### src/rtl/if_fetch.sv
// Instruction fetch: owns the PC and assembles 32-bit little-endian words from a byte-wide memory port.
// Define ICACHE_EN to add a direct-mapped one-word-per-line instruction cache in front of the byte path.
module if_fetch #(
  parameter int unsigned        ADDR_W     = 32,
  parameter int unsigned        INST_W     = 32,
  parameter logic [ADDR_W-1:0]  RESET_PC   = '0,
  parameter int unsigned        IC_INDEX_W = 6
) (
  input  logic              clk,
  input  logic              rst,
  input  logic              rdy,
  input  logic              stall_in,
  input  logic              jump_en,
  input  logic [ADDR_W-1:0] jump_addr,
  output logic              mem_req,
  output logic [ADDR_W-1:0] mem_addr,
  input  logic              mem_ack,
  input  logic [7:0]        mem_byte,
  output logic              if_valid,
  output logic [ADDR_W-1:0] if_pc,
  output logic [INST_W-1:0] if_inst,
  output logic              if_stall_req
);

  typedef enum logic [2:0] {
    B0   = 3'd0,
    B1   = 3'd1,
    B2   = 3'd2,
    B3   = 3'd3,
    HOLD = 3'd4
  } state_e;

  state_e              state_q, state_d;
  logic [ADDR_W-1:0]   pc_q, pc_d;
  logic [23:0]         buf_q, buf_d;
  logic                mem_req_q, mem_req_d;
  logic [ADDR_W-1:0]   mem_addr_q, mem_addr_d;
  logic                if_valid_q, if_valid_d;
  logic [ADDR_W-1:0]   if_pc_q, if_pc_d;
  logic [INST_W-1:0]   if_inst_q, if_inst_d;
  logic                stall_req_q, stall_req_d;

  logic [1:0]          byte_idx;
  logic [ADDR_W-1:0]   pc_inc;
  logic [ADDR_W-1:0]   jump_tgt;
  logic [INST_W-1:0]   fetched_word;
  logic                hit_cur;
  logic                hit_inc;
  logic [INST_W-1:0]   hit_word;

  assign byte_idx     = state_q[1:0];
  assign pc_inc       = pc_q + ADDR_W'(4);
  assign jump_tgt     = jump_addr & ~ADDR_W'(3);
  assign fetched_word = {mem_byte, buf_q};

`ifdef ICACHE_EN
  localparam int unsigned IC_LINES = 1 << IC_INDEX_W;
  localparam int unsigned TAG_W    = ADDR_W - IC_INDEX_W - 2;

  logic [IC_LINES-1:0]   ic_valid_q;
  logic [TAG_W-1:0]      ic_tag_q  [IC_LINES];
  logic [INST_W-1:0]     ic_data_q [IC_LINES];
  logic [IC_INDEX_W-1:0] idx_cur, idx_inc;
  logic                  fill_en;

  assign idx_cur  = pc_q[IC_INDEX_W+1:2];
  assign idx_inc  = pc_inc[IC_INDEX_W+1:2];
  assign hit_cur  = ic_valid_q[idx_cur] && (ic_tag_q[idx_cur] == pc_q[ADDR_W-1:IC_INDEX_W+2]);
  assign hit_inc  = ic_valid_q[idx_inc] && (ic_tag_q[idx_inc] == pc_inc[ADDR_W-1:IC_INDEX_W+2]);
  assign hit_word = ic_data_q[idx_cur];
  // The line is written on the same edge the freshly fetched word is presented.
  assign fill_en  = rdy && !jump_en && (state_q == B3) && mem_req_q && mem_ack;

  always_ff @(posedge clk or negedge rst) begin
    if (!rst) begin
      ic_valid_q <= '0;
    end else if (fill_en) begin
      ic_valid_q[idx_cur] <= 1'b1;
    end
  end

  // NOTE: only the valid bits are reset; tag/data stay reset-free so they map onto plain RAM.
  always_ff @(posedge clk) begin
    if (fill_en) begin
      ic_tag_q[idx_cur]  <= pc_q[ADDR_W-1:IC_INDEX_W+2];
      ic_data_q[idx_cur] <= fetched_word;
    end
  end
`else
  assign hit_cur  = 1'b0;
  assign hit_inc  = 1'b0;
  assign hit_word = '0;
`endif

  // NOTE: every _d takes its hold value first, so no branch can leave one unassigned and infer a latch.
  always_comb begin
    state_d     = state_q;
    pc_d        = pc_q;
    buf_d       = buf_q;
    mem_req_d   = mem_req_q;
    mem_addr_d  = mem_addr_q;
    if_valid_d  = if_valid_q;
    if_pc_d     = if_pc_q;
    if_inst_d   = if_inst_q;
    stall_req_d = stall_req_q;

    if (jump_en) begin
      // Redirect beats everything: in-flight bytes, a cache hit and a same-cycle consume.
      pc_d        = jump_tgt;
      state_d     = B0;
      buf_d       = '0;
      if_valid_d  = 1'b0;
      mem_req_d   = 1'b0;
      stall_req_d = 1'b1;
    end else if (state_q == HOLD) begin
      if (!stall_in) begin
        pc_d        = pc_inc;
        state_d     = B0;
        buf_d       = '0;
        if_valid_d  = 1'b0;
        stall_req_d = 1'b1;
        mem_req_d   = !hit_inc;
        mem_addr_d  = pc_inc;
      end
    end else if (!mem_req_q) begin
      if ((state_q == B0) && hit_cur) begin
        if_valid_d  = 1'b1;
        if_pc_d     = pc_q;
        if_inst_d   = hit_word;
        state_d     = HOLD;
        stall_req_d = 1'b0;
      end else begin
        mem_req_d   = 1'b1;
        mem_addr_d  = pc_q + ADDR_W'(byte_idx);
        stall_req_d = 1'b1;
      end
    end else if (mem_ack) begin
      case (state_q)
        B0:      buf_d[7:0]   = mem_byte;
        B1:      buf_d[15:8]  = mem_byte;
        B2:      buf_d[23:16] = mem_byte;
        default: ;
      endcase
      if (state_q == B3) begin
        if_valid_d  = 1'b1;
        if_pc_d     = pc_q;
        if_inst_d   = fetched_word;
        state_d     = HOLD;
        mem_req_d   = 1'b0;
        stall_req_d = 1'b0;
      end else begin
        state_d    = state_e'(state_q + 3'd1);
        mem_addr_d = pc_q + ADDR_W'(byte_idx) + ADDR_W'(1);
      end
    end
  end

  // NOTE: sequential state uses <= so every register samples the pre-edge values of the others.
  always_ff @(posedge clk or negedge rst) begin
    if (!rst) begin
      state_q     <= B0;
      pc_q        <= RESET_PC;
      buf_q       <= '0;
      mem_req_q   <= 1'b0;
      mem_addr_q  <= '0;
      if_valid_q  <= 1'b0;
      if_pc_q     <= '0;
      if_inst_q   <= '0;
      stall_req_q <= 1'b0;
    end else if (rdy) begin
      state_q     <= state_d;
      pc_q        <= pc_d;
      buf_q       <= buf_d;
      mem_req_q   <= mem_req_d;
      mem_addr_q  <= mem_addr_d;
      if_valid_q  <= if_valid_d;
      if_pc_q     <= if_pc_d;
      if_inst_q   <= if_inst_d;
      stall_req_q <= stall_req_d;
    end
  end

  assign mem_req      = mem_req_q;
  assign mem_addr     = mem_addr_q;
  assign if_valid     = if_valid_q;
  assign if_pc        = if_pc_q;
  assign if_inst      = if_inst_q;
  assign if_stall_req = stall_req_q;

endmodule
### config.mk
export PLATFORM = sky130hd
export DESIGN_NAME = if_fetch
export DESIGN_NICKNAME = d
export VERILOG_FILES = /design/src/rtl/if_fetch.sv
export SDC_FILE = /design/constraint.sdc
export NUM_CORES = 1
export LEC_CHECK = 0
export ABC_AREA = 1
export BUFFER_PORTS_ARGS = -buffer_cell sky130_fd_sc_hd__buf_2
export CAP_MARGIN = 30
export CORE_UTILIZATION = 25
export CTS_BUF_LIST = sky130_fd_sc_hd__clkbuf_8 sky130_fd_sc_hd__clkbuf_16
export DETAILED_ROUTE_END_ITERATION = 10
export GPL_TIMING_DRIVEN = 0
export SYNTH_ARGS = -nofsm -noshare
export SYNTH_HDL_FRONTEND = slang
export SYNTH_SLANG_ARGS = --single-unit
### constraint.sdc
create_clock -name clk -period 1.8 [get_ports clk]
set_clock_uncertainty 0.15 [all_clocks]
set_input_delay 0.27 -clock clk [delete_from_list [all_inputs] [get_ports clk]]
set_output_delay 0.27 -clock clk [all_outputs]
set_load 0.01 [all_outputs]
==> impl_summary.txt, run 1 <==
----------------------------------------------------
[Yosys]
  Largest cells by area after synthesis ... sky130_fd_sc_hd__dfrtp_1 48%, sky130_fd_sc_hd__nand2_1 15%, sky130_fd_sc_hd__o21ai_0 7.8%
  Area leader, netlist ... sky130_fd_sc_hd__dfrtp_1
  Most frequent cell after synthesis ... sky130_fd_sc_hd__nand2_1
  Number of synthesized flops with an enable pin ... 0
  Portion of the post-synthesis area used by sequential elements ... 0.480
  Count of warnings emitted by yosys ... 0
  FF+latch count, synth ... roughly 150
  Gate count of the mapped netlist ... between 1000 and 1500
  Async set-reset flop share out of synthesis ... 1.00
  Flip-flop cell with the highest count after synthesis ... sky130_fd_sc_hd__dfrtp_1
  Post-synth top area share ... 0.480
  Top cells by instance count after synthesis ... 322 x sky130_fd_sc_hd__nand2_1, 154 x sky130_fd_sc_hd__dfrtp_1, 125 x sky130_fd_sc_hd__o21ai_0
  Mean instance size in the synthesized netlist ... slightly below 8 sq um
  Post-synthesis cell area ... 8030 sq um
  Number of unique standard cell types used by synthesis ... 34

[Power and ir drop]
  Total power per unit cell area ... approximately 1100 nW/um^2
  Logic pwr share ... 0.351
  Sw frac ... 0.383
  Cell-internal power ... ~8.1 mW
  Relative contribution of sequential cells to total power ... 0.385
  Psw ... about 5.0 mW
  Leak ... 5.61 nW
  Maximum vdd drop ... ~0.00048 V
  Clk pwr share ... 0.263
  Power after layout ... between 10 and 15 mW

[Setup path]
  Setup crit start kind ... flop
  Required time of the worst setup path ... roughly 2.0 ns
  Type of the worst setup path ... reg -> reg
  CP max FO ... 12
  Worst path arrival time ... approximately 2.2 ns
  Endpoint class of the critical path ... flop

[Final layout]
  # nets final ... 1355
  Area growth from synthesis to layout ... 45.3%
  Count of fill cells added during filler insertion ... around 3200
  Final std cells w/o fill ... 1720
  Core Util, Final ... 0.370
  Layout cell share with drive strength beyond 1 ... 0.332

[Global route]
  Initial antenna violation count ... 3
  Gr ovfl total ... 0
  Via count of the first global-routing pass ... 7985
  Wire length of the first global-routing pass ... 46100 um
  Global routing usage summed across all routing layers ... 0.184
  Largest net degree at the start of global routing ... 110

[Detailed routing]
  Sum of routed wire length over all layers ... 30600 um
  DR vias/cell ... between 4 and 5
  1st-pass router iterations ... 5
  DR iter-0 viols ... 661
  DR WL/cell ... approximately 18 um
  Total number of vias ... around 8200
  Remaining number of nets flagged by the antenna check after routing ... 0
  DRC ... 0

[CTS]
  CTS tree ... yes
  Number of buffers inserted during clock tree synthesis ... 17
  Clock Latency Late Sink ... ~0.45 ns
  Clock-pin slew on the worst setup and hold paths ... roughly 0.070 ns
  # clock sinks ... between 150 and 200
  CTS max path bufs ... 2
  Clock tree root buffer cell ... sky130_fd_sc_hd__clkbuf_16
  H-tree levels ... 4

[STA]
  Slew at the pin closest to its max-slew limit ... roughly 0.77 ns
  Final critical-path required period ... 2.02 ns
  Finish-stage setup viols ... between 100 and 150
  RSZ-0062 raised after global routing ... yes
  Hold Vio Cnt, Final ... 0
  Hold slack final ... around 0.0077 ns
  Max Slew Vio Count ... 0
  Relative slew margins ... 0.484
  Fmax ... 0.494 GHz
  Final cycle utilization of the critical path ... 1.12
  Worst Setup Slack, final ... -0.224 ns

[Place]
  Routability cong. ... 0.949
  Cell count after placement ... around 1600
  Post-DP HPWL ... 21000 um
  Number of I/O port buffers ... between 100 and 150

[Run status]
  Result of the run ... finished with violations
  Violated checks ... setup timing

[Floorplanning]
  # IOs ... approximately 150
  Core box area ... ~32000 sq um
  Effective utilization at floorplan ... 0.255
  Number of core rows ... 65
  Horizontal die dimension ... 181 um
  Height of the die ... about 180 um
  Die Footprint ... approximately 33000 sq um

[Flow run]
  Count of max-cap constraint violations ... 0

[Hold path]
  Class of the worst hold path ... in -> reg

----------------------------------------------------
==> cells by family after synthesis <==
family / Yosys count / share of synthesized area
and+or+nand+nor: 531 / 0.287
AOI/OAI and AO/OA: 185 / 0.123
DFF: 154 / 0.480
buffers and inverters: 144 / 0.0782
xor gates and xnor gates: 19 / 0.0207
adders and majority gates: 7 / 0.0109
other: 1 / 0.000467
==> routing by layer <==
layer,up-vias,GRT usage,part of all wire
li1,3881,-,-
met1,3984,0.239,0.43
met2,304,0.293,0.46
met3,71,0.0353,0.063
met4,0,0.0895,0.039
met5,-,0,0
==> critical path, cell delays in order, from the launching register on <==
cell,delay [ns]
sky130_fd_sc_hd__dfrtp_2,0.44
sky130_fd_sc_hd__inv_4,0.05
sky130_fd_sc_hd__ha_4,0.16
sky130_fd_sc_hd__nand2_4,0.08
sky130_fd_sc_hd__inv_2,0.06
sky130_fd_sc_hd__buf_8,0.12
sky130_fd_sc_hd__nand2_4,0.06
sky130_fd_sc_hd__nand2_4,0.06
sky130_fd_sc_hd__nor2_4,0.23
sky130_fd_sc_hd__buf_12,0.15
sky130_fd_sc_hd__inv_12,0.06
sky130_fd_sc_hd__a21oi_2,0.11
sky130_fd_sc_hd__o21ai_2,0.08
sky130_fd_sc_hd__o21a_1,0.10
==> what timing repair did <==
action | 4_1_cts | 5_1_grt
setup endpoints to repair | 151 | 152
gates resized for setup | 176 | 87
pin swaps | 19 | 17
hold buffers | 27 | 2
endpoints found under the hold margin | 71 | 2
cloned | 8 | 5
buffers inserted | 47 | 12
==> power groups by stage <==
stage | Sequential (mW) | Clock, mW | Combinational, mW
2_1_floorplan | 5.22 | 0 | 1.94
3_3_place_gp | 5.04 | 0 | 3.57
4_1_cts | 5.01 | 3.49 | 4.25
6_report | 5.04 | 3.44 | 4.60
3_5_place_dp | 5.08 | 0 | 3.61
5_1_grt | 5.15 | 3.64 | 5.05
==> final timing paths <==
check | endpoint | slack (ns) | start | cells past startpoint
worst max-delay path | mem_addr[4] | -0.22 | state_q[0] | 13
worst min-delay path | if_inst[25] | 0.008 | mem_byte[1] | 3
worst max register to register | mem_addr[4] | -0.22 | state_q[0] | 13
worst min register to register | mem_addr[20] | 0.32 | mem_addr[20] | 2
max in group asynchronous | pc_q[18] | 0.44 | rst | 3
min in group asynchronous | if_inst[16] | 0.16 | rst | 2
==> per-stage QoR <==
stage,setup TNS (ns),worst slack [ns],cell area (sq um)
floorplan,0,0.00360,8100
global placement,-378.78,-2.14,9290
detailed placement,-53.71,-0.567,9330
CTS,-10.20,-0.157,11200
global route,-31.40,-0.313,11700
finish,-18.71,-0.224,11700
==> cell usage in the layout (no fill, tap or decap), drive strengths merged <==
cell / count
nand2: 334
a21oi: 18
clkbuf: 33
nand3: 75
buf: 239
dfrtp: 154
nand4: 6
clkinvlp: 5
nor2: 111
a22oi: 1
o31ai: 3
xor2: 19
bufbuf: 1
nor3: 3
conb: 2
ha: 7
diode: 3
o21a: 1
dlygate4sd3: 29
o21ai: 135
and3: 1
clkinv: 2
nand3b: 1
inv: 108
o22ai: 17
o211ai: 9
o221ai: 1
==> layout make-up <==
type,instances,area [sq um],share of cell area
clock buffer,18,439,0.0376
sequential,154,3860,0.331
buffer,44,470,0.0403
antenna,3,7.51,0.000643
timing repair buffer,240,1800,0.154
tap,402,503,0.0431
timing repair inverter,1,11.3,0.000965
multi-input combinational,744,4060,0.348
inverter,100,408,0.0350
clock inverter,14,113,0.00965
==> registers in the layout, summed over array words and instances, names as in the netlist <==
signal / flops
mem_addr: 32
mem_req: 1
if_inst: 32
if_pc: 30
if_stall_req: 1
state_q: 3
pc_q: 30
buf_q: 24
if_valid: 1
Note: power is estimated with default switching activity, not from simulation.
==> run 2, diff against run 1 <==
Settings changed: CTS_BUF_LIST sky130_fd_sc_hd__clkbuf_8 sky130_fd_sc_hd__clkbuf_16 to sky130_fd_sc_hd__clkbuf_4 sky130_fd_sc_hd__clkbuf_8.
==> run 2 against run 1 <==
Via count rose by 0.55%. The run still ends with setup timing left. Final cell count rose by 1.2%. Power decreased by 4.5%. Global-route usage decreased by 0.085 points. Core utilization grew 0.73 points.
==> impl_summary.txt, run 2 (synthesized netlist as in run 1, its figures left out) <==
----------------------------------------------------
[Final layout]
  Most frequent standard cell in the layout excluding fill and tap cells ... sky130_fd_sc_hd__nand2_1
  # nets final ... 1378
  Area growth from synthesis to layout ... 48.2%
  Commonest non-fill, non-tap cells in the layout ... 275 x sky130_fd_sc_hd__nand2_1, 144 x sky130_fd_sc_hd__buf_2, 144 x sky130_fd_sc_hd__dfrtp_1, 87 x sky130_fd_sc_hd__inv_1, 72 x sky130_fd_sc_hd__o21ai_0
  Layout cell share with drive strength beyond 1 ... 0.375
  Count of fill cells added during filler insertion ... 3157
  Core Util, Final ... 0.377

[Detailed routing]
  Sum of routed wire length over all layers ... around 30000 um
  DR WL/cell ... approximately 18 um
  1st-pass router iterations ... 5
  Total number of vias ... between 8000 and 9000
  DR vias/cell ... 4.76
  DRC ... 0
  Remaining number of nets flagged by the antenna check after routing ... 0
  DR iter-0 viols ... 629

[Power and ir drop]
  Maximum vdd drop ... 0.000412 V
  Total power per unit cell area ... 1050 nW/um^2
  Leak ... ~5.6 nW

[Run status]
  Result of the run ... finished with violations
  Violated checks ... setup timing

[Setup path]
  FF-to-FF End ... mem_addr[9]
  Endpoint class of the critical path ... flop
  CP max FO ... 6
  Worst reg-to-reg setup slack ... -0.25 ns
  Reg2Reg Depth ... 10
  Reg2reg start ... state_q[1]
  Setup crit start kind ... flop
  Critical Path End ... mem_addr[9]
  Required time of the worst setup path ... approximately 2.1 ns
  Crit. Startpoint ... state_q[1]
  Worst path arrival time ... ~2.3 ns
  Type of the worst setup path ... reg -> reg

[Floorplanning]
  Horizontal die dimension ... around 180 um
  Height of the die ... about 180 um
  # IOs ... approximately 150
  Effective utilization at floorplan ... 0.255
  Core box area ... approximately 32000 sq um
  Number of core rows ... 65
  Die Footprint ... 32800 sq um

[CTS]
  Clock tree root buffer cell ... sky130_fd_sc_hd__clkbuf_8
  H-tree levels ... 4
  Clock Latency Late Sink ... roughly 0.49 ns
  CTS tree ... yes
  CTS max path bufs ... 2
  Clock-pin slew on the worst setup and hold paths ... 0.09 ns
  Number of buffers inserted during clock tree synthesis ... 17
  # clock sinks ... between 150 and 200

[Global route]
  Wire length of the first global-routing pass ... between 40000 and 50000 um
  Gr ovfl total ... 0
  Initial antenna violation count ... 1
  Global routing usage summed across all routing layers ... 0.183
  Via count of the first global-routing pass ... ~8000
  Largest net degree at the start of global routing ... 110

[STA]
  Worst Setup Slack, final ... -0.250 ns
  Hold slack final ... a little under 0.04 ns
  Finish-stage setup viols ... 130
  Total negative setup slack ... -13.83 ns
  Final critical-path required period ... between 2 and 2.5 ns
  Max Slew Vio Count ... 0
  Relative slew margins ... 0.373
  Final cycle utilization of the critical path ... 1.14
  Fmax ... 0.488 GHz
  RSZ-0062 raised after global routing ... yes
  Slew at the pin closest to its max-slew limit ... about 0.94 ns
  Hold Vio Cnt, Final ... 0

[Place]
  Routability cong. ... ~0.95
  Number of I/O port buffers ... 139
  Post-DP HPWL ... between 20000 and 25000 um

[Flow run]
  Count of max-cap constraint violations ... 0

[Hold path]
  Class of the worst hold path ... in -> reg

----------------------------------------------------
## run 2: repair_timing
item / CTS / global route
resized for setup: 162 / 174
cloned: 5 / 8
hold buffers: 40 / 0
setup buffers: 51 / 24
endpoints found under the hold margin: 147 / 0
pin swaps: 27 / 51
setup endpoints to repair: 151 / 152
## run 2: worst min path at each step
stage                startpoint      endpoint  slack, ns  depth (start not counted)
detailed placement          rst   if_inst[16]       0.04                          1
floorplan                   rst      buf_q[0]      -0.18                          0
global placement    mem_addr[3]   mem_addr[3]       0.30                          2
CTS                     jump_en       pc_q[4]      0.007                          5
global route                rdy  if_stall_req       0.08                          4
finish                  jump_en       pc_q[4]       0.04                          5
## run 2: layout make-up
type	instances	area (sq um)	area share
Antenna cell	1	2.50	0.000210
Tap cell	402	503	0.0423
Inverter	100	418	0.0351
Timing Repair Buffer	263	2000	0.168
Buffer	43	450	0.0379
Clock inverter	13	109	0.00915
Clock buffer	19	255	0.0215
Sequential cell	154	3870	0.325
Multi-Input combinational cell	744	4270	0.359
Timing Repair inverter	2	27.5	0.00231
## run 2: routing by layer
metal	GRT usage	part of all wire	routed length, um	vias to the layer above
met4	0.0946	0.049	1510	0
met2	0.290	0.46	14200	303
met1	0.239	0.43	13300	3956
met5	0	0	0	-
li1	-	-	-	3925
met3	0.0343	0.060	1850	101
## run 2: metrics by stage
step	power, mW	instances	setup WS (ns)	area [sq um]
after CTS	11.9	1711	-0.163	11100
after global placement	8.61	1583	-2.14	9290
after global routing	13.3	1741	-0.299	11900
after floorplan	7.16	1042	0.00360	8100
after detailed placement	8.69	1584	-0.567	9330
final	12.5	1741	-0.250	11900
## run 2: worst max-delay path, cell delays in order (launching register included)
cell and delay [ns]:
sky130_fd_sc_hd__dfrtp_2 0.46, sky130_fd_sc_hd__ha_2 0.22, sky130_fd_sc_hd__ha_4 0.18, sky130_fd_sc_hd__nor2_1 0.16
sky130_fd_sc_hd__nor2_2 0.07, sky130_fd_sc_hd__nor2_4 0.10, sky130_fd_sc_hd__buf_12 0.15, sky130_fd_sc_hd__buf_12 0.16
sky130_fd_sc_hd__buf_12 0.15, sky130_fd_sc_hd__nand3_4 0.09, sky130_fd_sc_hd__nand2_1 0.07
## run 2: power by group
group | switching [mW] | internal (mW)
Clock | 1.49 | 1.04
Combinational | 2.88 | 2.04
Sequential | 0.671 | 4.38
Total | 5.04 | 7.45
